--- config.mk ---
export PLATFORM = sky130hd
export DESIGN_NAME = buffer_reader_flat
export DESIGN_NICKNAME = d
export VERILOG_FILES = /design/src/rtl/buffer_reader_pkg.sv /design/src/rtl/buffer_reader_if.sv /design/src/rtl/buffer_reader_frame_check.sv /design/src/rtl/buffer_reader.sv /design/src/flat_wrapper.sv
export SDC_FILE = /design/constraint.sdc
export NUM_CORES = 1
export LEC_CHECK = 0
export CORE_MARGIN = 1.5
export CORE_UTILIZATION = 49
export DETAILED_ROUTE_END_ITERATION = 8
export GPL_ROUTABILITY_DRIVEN = 0
export PLACE_DENSITY = 0.9
export REMOVE_ABC_BUFFERS = 1
export SETUP_SLACK_MARGIN = 0.1
export SYNTH_ARGS = -nofsm -noshare
export SYNTH_HDL_FRONTEND = slang
export SYNTH_SLANG_ARGS = --single-unit
--- constraint.sdc ---
create_clock -name clk -period 3.63 [get_ports clk]
set_clock_uncertainty 0.1 [all_clocks]
set_input_delay 0.726 -clock clk [delete_from_list [all_inputs] [get_ports clk]]
set_output_delay 0.726 -clock clk [all_outputs]
set_load 0.03 [all_outputs]
--- src/rtl/buffer_reader_pkg.sv ---
// Shared definitions for the buffer read-side controller: widths, FSM encoding,
// and where SOP/EOP/channel live inside the header field.
package buffer_reader_pkg;

  localparam int DEF_DATA_WIDTH   = 40;
  localparam int DEF_HEADER_WIDTH = 8;
  localparam int DEF_TIMEOUT      = 15;
  localparam int DEF_CNT_WIDTH    = 16;

  localparam logic [1:0] ST_IDLE = 2'd0;
  localparam logic [1:0] ST_REQ  = 2'd1;
  localparam logic [1:0] ST_WAIT = 2'd2;
  localparam logic [1:0] ST_HOLD = 2'd3;

  typedef enum logic [1:0] {
    S_IDLE = ST_IDLE,
    S_REQ  = ST_REQ,
    S_WAIT = ST_WAIT,
    S_HOLD = ST_HOLD
  } state_t;

  // Channel id occupies the low header bits; SOP and EOP are the top two.
  localparam int CH_LSB = 0;

  function automatic int sop_pos(input int hw);
    return hw - 1;
  endfunction

  function automatic int eop_pos(input int hw);
    return hw - 2;
  endfunction

endpackage

--- src/rtl/buffer_reader_if.sv ---
// Buffer pull port plus downstream valid/ready word stream.
// master = the reader, slave = buffer/consumer side.
interface buffer_reader_if
  import buffer_reader_pkg::*;
#(
  parameter int DATA_WIDTH   = DEF_DATA_WIDTH,
  parameter int HEADER_WIDTH = DEF_HEADER_WIDTH
) ();

  logic [DATA_WIDTH-1:0]              buf_data;
  logic                               buf_empty;
  logic                               buf_next_ready;
  logic [DATA_WIDTH-HEADER_WIDTH-1:0] out_payload;
  logic [HEADER_WIDTH-3:0]            out_channel;
  logic                               out_sop;
  logic                               out_eop;
  logic                               out_valid;
  logic                               out_ready;

  modport master (
    input  buf_data, buf_empty, out_ready,
    output buf_next_ready, out_payload, out_channel, out_sop, out_eop, out_valid
  );

  modport slave (
    output buf_data, buf_empty, out_ready,
    input  buf_next_ready, out_payload, out_channel, out_sop, out_eop, out_valid
  );

endinterface

--- src/rtl/buffer_reader_frame_check.sv ---
// Packet framing tracker: follows in-packet state across captured words and
// raises a sticky error on SOP inside a packet or a non-SOP word outside one.
module buffer_reader_frame_check (
  input  logic clk,
  input  logic reset,
  input  logic capture,
  input  logic sop,
  input  logic eop,
  input  logic err_clear,
  output logic frame_err
);

  logic in_pkt;
  logic bad;

  // Both illegal cases reduce to SOP matching the current in-packet state.
  assign bad = capture && (sop == in_pkt);

  // Track packet boundaries; a new error in the clearing cycle keeps the flag set.
  always_ff @(posedge clk or negedge reset) begin
    if (!reset) begin
      in_pkt    <= 1'b0;
      frame_err <= 1'b0;
    end else begin
      if (capture)
        in_pkt <= (sop | in_pkt) & ~eop;
      if (bad)
        frame_err <= 1'b1;
      else if (err_clear)
        frame_err <= 1'b0;
    end
  end

endmodule

--- src/rtl/buffer_reader.sv ---
// Read-side controller for the shift-register buffer: pulls one word at a time,
// splits header from payload, holds it on a valid/ready port, counts traffic
// and flags buffers that never answer a request.
module buffer_reader
  import buffer_reader_pkg::*;
#(
  parameter int DATA_WIDTH   = DEF_DATA_WIDTH,
  parameter int HEADER_WIDTH = DEF_HEADER_WIDTH,
  parameter int TIMEOUT      = DEF_TIMEOUT,
  parameter int CNT_WIDTH    = DEF_CNT_WIDTH
) (
  input  logic                 clk,
  input  logic                 reset,
  buffer_reader_if.master      bus,
  input  logic                 err_clear,
  output logic                 frame_err,
  output logic                 timeout_err,
  output logic [CNT_WIDTH-1:0] word_count,
  output logic [CNT_WIDTH-1:0] pkt_count
);

  localparam int PW      = DATA_WIDTH - HEADER_WIDTH;
  localparam int WW      = (TIMEOUT > 2) ? $clog2(TIMEOUT) : 1;
  localparam int SOP_BIT = sop_pos(HEADER_WIDTH);
  localparam int EOP_BIT = eop_pos(HEADER_WIDTH);

  state_t                  state;
  logic [WW-1:0]           wait_cnt;
  logic [HEADER_WIDTH-1:0] hdr;
  logic                    capture;

  assign hdr     = bus.buf_data[DATA_WIDTH-1 -: HEADER_WIDTH];
  // Only an all-zero word is a bubble; a bare header with zero payload is data.
  assign capture = (state == S_WAIT) && (bus.buf_data != '0);

  // Request/wait/hold sequencer with registered pull pulse, capture and counters.
  always_ff @(posedge clk or negedge reset) begin
    if (!reset) begin
      state              <= S_IDLE;
      wait_cnt           <= '0;
      bus.buf_next_ready <= 1'b0;
      bus.out_payload    <= '0;
      bus.out_channel    <= '0;
      bus.out_sop        <= 1'b0;
      bus.out_eop        <= 1'b0;
      bus.out_valid      <= 1'b0;
      timeout_err        <= 1'b0;
      word_count         <= '0;
      pkt_count          <= '0;
    end else begin
      // Pull request is high only while sitting in REQ.
      bus.buf_next_ready <= 1'b0;
      if (err_clear)
        timeout_err <= 1'b0;
      case (state)
        S_IDLE: begin
          if (!bus.buf_empty) begin
            state              <= S_REQ;
            bus.buf_next_ready <= 1'b1;
          end
        end
        S_REQ: begin
          wait_cnt <= '0;
          state    <= S_WAIT;
        end
        S_WAIT: begin
          // buf_empty is deliberately ignored here: the request is already out.
          if (capture) begin
            bus.out_payload <= bus.buf_data[PW-1:0];
            bus.out_channel <= hdr[CH_LSB +: HEADER_WIDTH-2];
            bus.out_sop     <= hdr[SOP_BIT];
            bus.out_eop     <= hdr[EOP_BIT];
            bus.out_valid   <= 1'b1;
            state           <= S_HOLD;
          end else if (wait_cnt == WW'(TIMEOUT - 1)) begin
            timeout_err <= 1'b1;
            state       <= S_IDLE;
          end else begin
            wait_cnt <= wait_cnt + 1'b1;
          end
        end
        S_HOLD: begin
          if (bus.out_ready) begin
            bus.out_valid <= 1'b0;
            word_count    <= word_count + 1'b1;
            if (bus.out_eop)
              pkt_count <= pkt_count + 1'b1;
            if (!bus.buf_empty) begin
              state              <= S_REQ;
              bus.buf_next_ready <= 1'b1;
            end else begin
              state <= S_IDLE;
            end
          end
        end
        default: state <= S_IDLE;
      endcase
    end
  end

  buffer_reader_frame_check u_frame_check (
    .clk       (clk),
    .reset     (reset),
    .capture   (capture),
    .sop       (hdr[SOP_BIT]),
    .eop       (hdr[EOP_BIT]),
    .err_clear (err_clear),
    .frame_err (frame_err)
  );

endmodule

--- src/flat_wrapper.sv ---
// flat-port wrapper written by rule: the top's interface ports become plain ports
module buffer_reader_flat import buffer_reader_pkg::*;
#(
  parameter int DATA_WIDTH   = DEF_DATA_WIDTH,
  parameter int HEADER_WIDTH = DEF_HEADER_WIDTH,
  parameter int TIMEOUT      = DEF_TIMEOUT,
  parameter int CNT_WIDTH    = DEF_CNT_WIDTH
)
  (clk, reset, err_clear, frame_err, timeout_err, word_count, pkt_count, bus_buf_data, bus_buf_empty, bus_out_ready, bus_buf_next_ready, bus_out_payload, bus_out_channel, bus_out_sop, bus_out_eop, bus_out_valid);
  buffer_reader_if #(.DATA_WIDTH(DATA_WIDTH), .HEADER_WIDTH(HEADER_WIDTH)) bus_i ();
  input  logic clk;
  input  logic reset;
  input  logic err_clear;
  output logic frame_err;
  output logic timeout_err;
  output logic [CNT_WIDTH-1:0] word_count;
  output logic [CNT_WIDTH-1:0] pkt_count;
  input wire logic [$bits(bus_i.buf_data)-1:0] bus_buf_data;
  input wire logic [$bits(bus_i.buf_empty)-1:0] bus_buf_empty;
  input wire logic [$bits(bus_i.out_ready)-1:0] bus_out_ready;
  output wire logic [$bits(bus_i.buf_next_ready)-1:0] bus_buf_next_ready;
  output wire logic [$bits(bus_i.out_payload)-1:0] bus_out_payload;
  output wire logic [$bits(bus_i.out_channel)-1:0] bus_out_channel;
  output wire logic [$bits(bus_i.out_sop)-1:0] bus_out_sop;
  output wire logic [$bits(bus_i.out_eop)-1:0] bus_out_eop;
  output wire logic [$bits(bus_i.out_valid)-1:0] bus_out_valid;
  assign bus_i.buf_data = bus_buf_data;
  assign bus_i.buf_empty = bus_buf_empty;
  assign bus_i.out_ready = bus_out_ready;
  assign bus_buf_next_ready = bus_i.buf_next_ready;
  assign bus_out_payload = bus_i.out_payload;
  assign bus_out_channel = bus_i.out_channel;
  assign bus_out_sop = bus_i.out_sop;
  assign bus_out_eop = bus_i.out_eop;
  assign bus_out_valid = bus_i.out_valid;
  buffer_reader #(.DATA_WIDTH(DATA_WIDTH), .HEADER_WIDTH(HEADER_WIDTH), .TIMEOUT(TIMEOUT), .CNT_WIDTH(CNT_WIDTH)) u_core (.clk(clk), .reset(reset), .bus(bus_i), .err_clear(err_clear), .frame_err(frame_err), .timeout_err(timeout_err), .word_count(word_count), .pkt_count(pkt_count));
endmodule
-- Word-level counts from Yosys, hierarchy flattened
Cells that the tools add are included.
Widths: inputs -> output; s select.
- $add $sub $neg: 3
- equality and inequality tests: 11
- multiplexer cells: 21
- bitwise gates (word level): 3
- reductions and logical operators: 13
- operator list (operator ; number):
    $reduce_bool 40->1 ; 1
    $add 16x1->16 const B ; 2
    $reduce_and 3->1 ; 4
    $mux 1 ; 11
    $ne 2x2->1 const B ; 5
    $mux 2 ; 4
    $mux 4 ; 2
    $pmux 2 s4 ; 1
    $pmux 4 s2 ; 1
    $reduce_bool 2->1 ; 3
    $add 4x1->4 const B ; 1
    $eq 2x2->1 const B ; 2
    $eq 4x4->1 const B ; 1
    $pmux 1 s2 ; 2
    $reduce_and 2->1 ; 2
    $ne 3x3->1 const B ; 1
    $eq 2x1->1 const B ; 1
    $logic_and 1x1->1 ; 2
    $logic_not 2->1 ; 1
    $and 1x1->1 ; 1
    $eq 1x1->1 ; 1
    $not 1->1 ; 1
    $or 1x1->1 ; 1
- flip-flop bits (word level): 83
- input bits: 45
- output and inout bits: 76
- word-level logic and storage cells: 64

-- Depth between registers and ports, before layout
- depth after elaboration: 4
- gate-level depth with buffers: 7
- gate-level depth less buffers: 6

-- By module
Synthesis repeated with hierarchy kept, for this count alone.
- cells, all modules: 297
- area, all modules: 3729.8 sq um
- modules (own cells, without submodules) (module ; instances ; cells each ; area each (sq um) ; seq. area each (sq um)):
    buffer_reader ; 1 ; 287 ; 3627.2 ; 2026.9
    buffer_reader_frame_check ; 1 ; 10 ; 102.6 ; 50.0

-- Worst setup path before layout
OpenSTA, ideal clock, no wires.
- path kind: in2reg
- from: input port bus_buf_data[12]
- to: register u_core.wait_cnt[0]
- library setup time: 90 ps
- arrival: 2362 ps
- required time: 3440 ps
- path slack: 1078 ps
- cell stages on the path: 6
- path buffers: 1
- cells stage by stage: nor4_1 nand4_1 or4_1 buf_2 or4_1 o221ai_1
- cells in the longest elaborated chain, start to end: 4
- RTL lines (element ; RTL line ; source):
    from (decl) ; flat_wrapper.sv:18 ; input wire logic [$bits(bus_i.buf_data)-1:0] bus_buf_data;
    $reduce_bool 40->1 ; buffer_reader.sv:34 ; assign capture = (state == S_WAIT) && (bus.buf_data != '0);
    $logic_and 1x1->1 ; buffer_reader.sv:34 ;
    $ne 2x2->1 (no line) ; n/a ;
    $reduce_and 3->1 (no line) ; n/a ;
    to (signal assigned) ; buffer_reader.sv:79 ; wait_cnt <= wait_cnt + 1'b1;
    to (decl) ; buffer_reader.sv:28 ; logic [WW-1:0] wait_cnt;
Every way passes these cells.
A chain may end at the register's enable or synchronous reset.

-- Worst setup path in the final report
Ends and elaborated chain as after synthesis.

==> reports/qor.txt <==
outcome: finished clean
setup TNS: 0 ns
grt ovf: 0
ANT nets after route: 0
Worst-path clk slew: 0.08 ns
CTS tree: done
final worst-path cycle share: 0.812
WP data required: 3.79 ns
Worst EP arrival: 3.11 ns
die area: 7920 um2
Initial Utilization: 0.502
Comb power frac: 0.480
share of cells above drive strength 1: 0.139
Leak Pwr: 0.00221 uW
port bufs: 120
number of fill cells: 534
Yosys reg bits: 83
CP Cell Sequence: clkdlybuf4s50_1, nor4_1, nand4_1, or4_1, or4_1, o221ai_1
utilization after layout: 0.716
post-CTS sizing: 0
Post-Syn Area: 3620 um2
worst path bufs/invs: 1
I/O Pins: 121
hpwl dp: 6.20 mm
GRT Overall Usage: 0.221
1st-iter DRT viols: 121
Inserted Diodes: 0
routed vias/inst: 5.29
Routed WL per cell: 15.8 um
CTS buffer count: 9
Min-Delay Path Class: register to register
area of the multi-input gates: 1470 um2
worst hold stages: 1
Reg area: 2080 um2
Crit. End Element: register
r2r worst-path depth: 5
Setup violations, final: 0
total number of vias: 2766
root buf cell: clkbuf_8
First-pass DRT Iterations: 4
Die X: 89.0 um
Slew @ Worst Pin: 1.00 ns
die height: 89.0 um
Max Cap Violations: 0
setup bufs post-CTS: 0
clock buffer depth: 2
Final nets: 473
RSZ-0062 raised after global routing: no
Post-synth ARST share: 1.00
synthesized area per cell: 12.4 um2
Psw: 1630 uW
Layout area overhead: 42.6%
sequential share of power: 0.342
Slew headroom: 0.331
Final Hold Vio Count: 0
initial antenna violation count: 0
Yosys warning count: 0
pins over their slew limit: 0
family with the most delay on the worst path: simple AND/OR/NAND/NOR gates
wire length of the first global-routing pass: 13.3 mm
most common cell after layout, fill and taps aside: clkdlybuf4s50_1
P_int: 2600 uW
crit path max-delay cell type: or4_1
Fmax: 339 MHz
most frequent cells in the layout: clkdlybuf4s50_1 (119), dfrtp_1 (83), mux2_2 (38)
vias in the first global route: 2789
row count: 31
Worst-Skew Late Latency: 0.35 ns
startpoint type of the worst setup path: input port
crit-path max cell delay: 0.67 ns
Crit Path Max Fanout: 6
post-synth cell types: 36
Clock power frac: 0.178
hold_buf cts: 0
reg2reg setup slack: 1.58 ns
register area share after synthesis: 0.573
pwr/cell area: 818 nW/um2
largest net degree at the start of global routing: 84
drc violations: 0
Synth Flop Type: dfrtp_1
Worst path depth: 6
DRT Wirelength: 8.25 mm
synthesized netlist cell count: 293
Tmin final: 2.95 ns
most used cell, CP: or4_1
WS Path Type: input port to register
Max VDD drop: 0.570 mV
sw frac: 0.386
CTS Sinks: 83
htree depth: 3
Core Region: 7210 um2
number of synthesized flops with an enable pin: 0
[worst reg2reg max path: stages, from the launching register on]
cell	delay, ns
dfrtp_1	0.45
ha_1	0.29
nand4_1	0.19
nor4_1	0.59
nand3_1	0.17
xnor2_1	0.15
[registers in the layout, indices dropped and copies added, names as in the netlist]
name,count
u_core.bus.out_eop,1
u_core.u_frame_check.frame_err,1
u_core.state,2
u_core.word_count,16
u_core.bus.out_sop,1
u_core.bus.buf_next_ready,1
u_core.bus.out_payload,32
u_core.bus.out_valid,1
u_core.u_frame_check.in_pkt,1
u_core.pkt_count,16
u_core.bus.out_channel,6
u_core.timeout_err,1
u_core.wait_cnt,4
[synthesized netlist by cell type, types with 3 or more instances]
cell / number / area [um2]
xor2_1: 11 / 96.3
and3_1: 8 / 50.1
buf_2: 5 / 25.0
and2_1: 3 / 18.8
mux2_1: 3 / 33.8
nand3_1: 10 / 50.1
nor2_1: 11 / 41.3
inv_1: 11 / 41.3
nand2_1: 24 / 90.1
nor3_1: 5 / 25.0
xnor2_1: 19 / 166
a21oi_1: 4 / 20.0
o21ai_0: 3 / 15.0
clkbuf_1: 3 / 11.3
ha_1: 9 / 113
nand4_1: 9 / 56.3
dfrtp_1: 83 / 2080
mux2_2: 38 / 428
nor4_1: 12 / 75.1
[area by class of cell]
type,count,area share
inverter,11,0.00799
tap,99,0.0240
clock buffer,11,0.0293
multi-input combinational,191,0.284
sequential,83,0.402
timing repair buffer,123,0.236
clock inverter,5,0.0162
[final timing paths]
| kind | from | to |
|---|---|---|
| max in group asynchronous | reset | u_core.timeout_err |
| worst min register to register | u_core.pkt_count[15] | u_core.pkt_count[15] |
| min in group asynchronous | reset | u_core.word_count[13] |
| worst min-delay path | u_core.pkt_count[15] | u_core.pkt_count[15] |
| worst max register to register | u_core.state[1] | u_core.pkt_count[15] |
| worst max-delay path | bus_buf_data[12] | u_core.wait_cnt[0] |
[kinds of logic after synthesis]
family,Yosys count,share of synthesized area
simple gates,90,0.130
flops,83,0.573
mux,41,0.127
xor+xnor,30,0.0725
compound gates,21,0.0446
buf+inv,19,0.0214
fa+ha+maj,9,0.0311
[power by group through the flow]
stage	Sequential, uW	Combinational [uW]	Clock, uW
global placement	1440	1990	0
global route	1480	2150	802
finish	1440	2030	751
CTS	1450	2050	767
detailed placement	1460	2030	0
floorplan	2010	628	0
[metal layers]
layer,global-route usage,share of wire,up-vias
met5,0,0,-
met2,0.381,0.49,100
met3,0.0609,0.073,15
met4,0.0853,0.017,0
met1,0.264,0.42,1362
li1,-,-,1289
[stage by stage]
stage	area, um2	setup WS (ns)	hold WS, ns	total power, uW	instances
finish	5170	0.682	0.382	4230	523
global route	5170	0.569	0.407	4430	523
CTS	5170	0.709	0.387	4260	523
detailed placement	4930	0.387	0.375	3500	507
global placement	4930	0.475	0.355	3430	507
floorplan	3590	0.226	0.330	2640	285
Note: power is estimated with default switching activity, not from simulation.
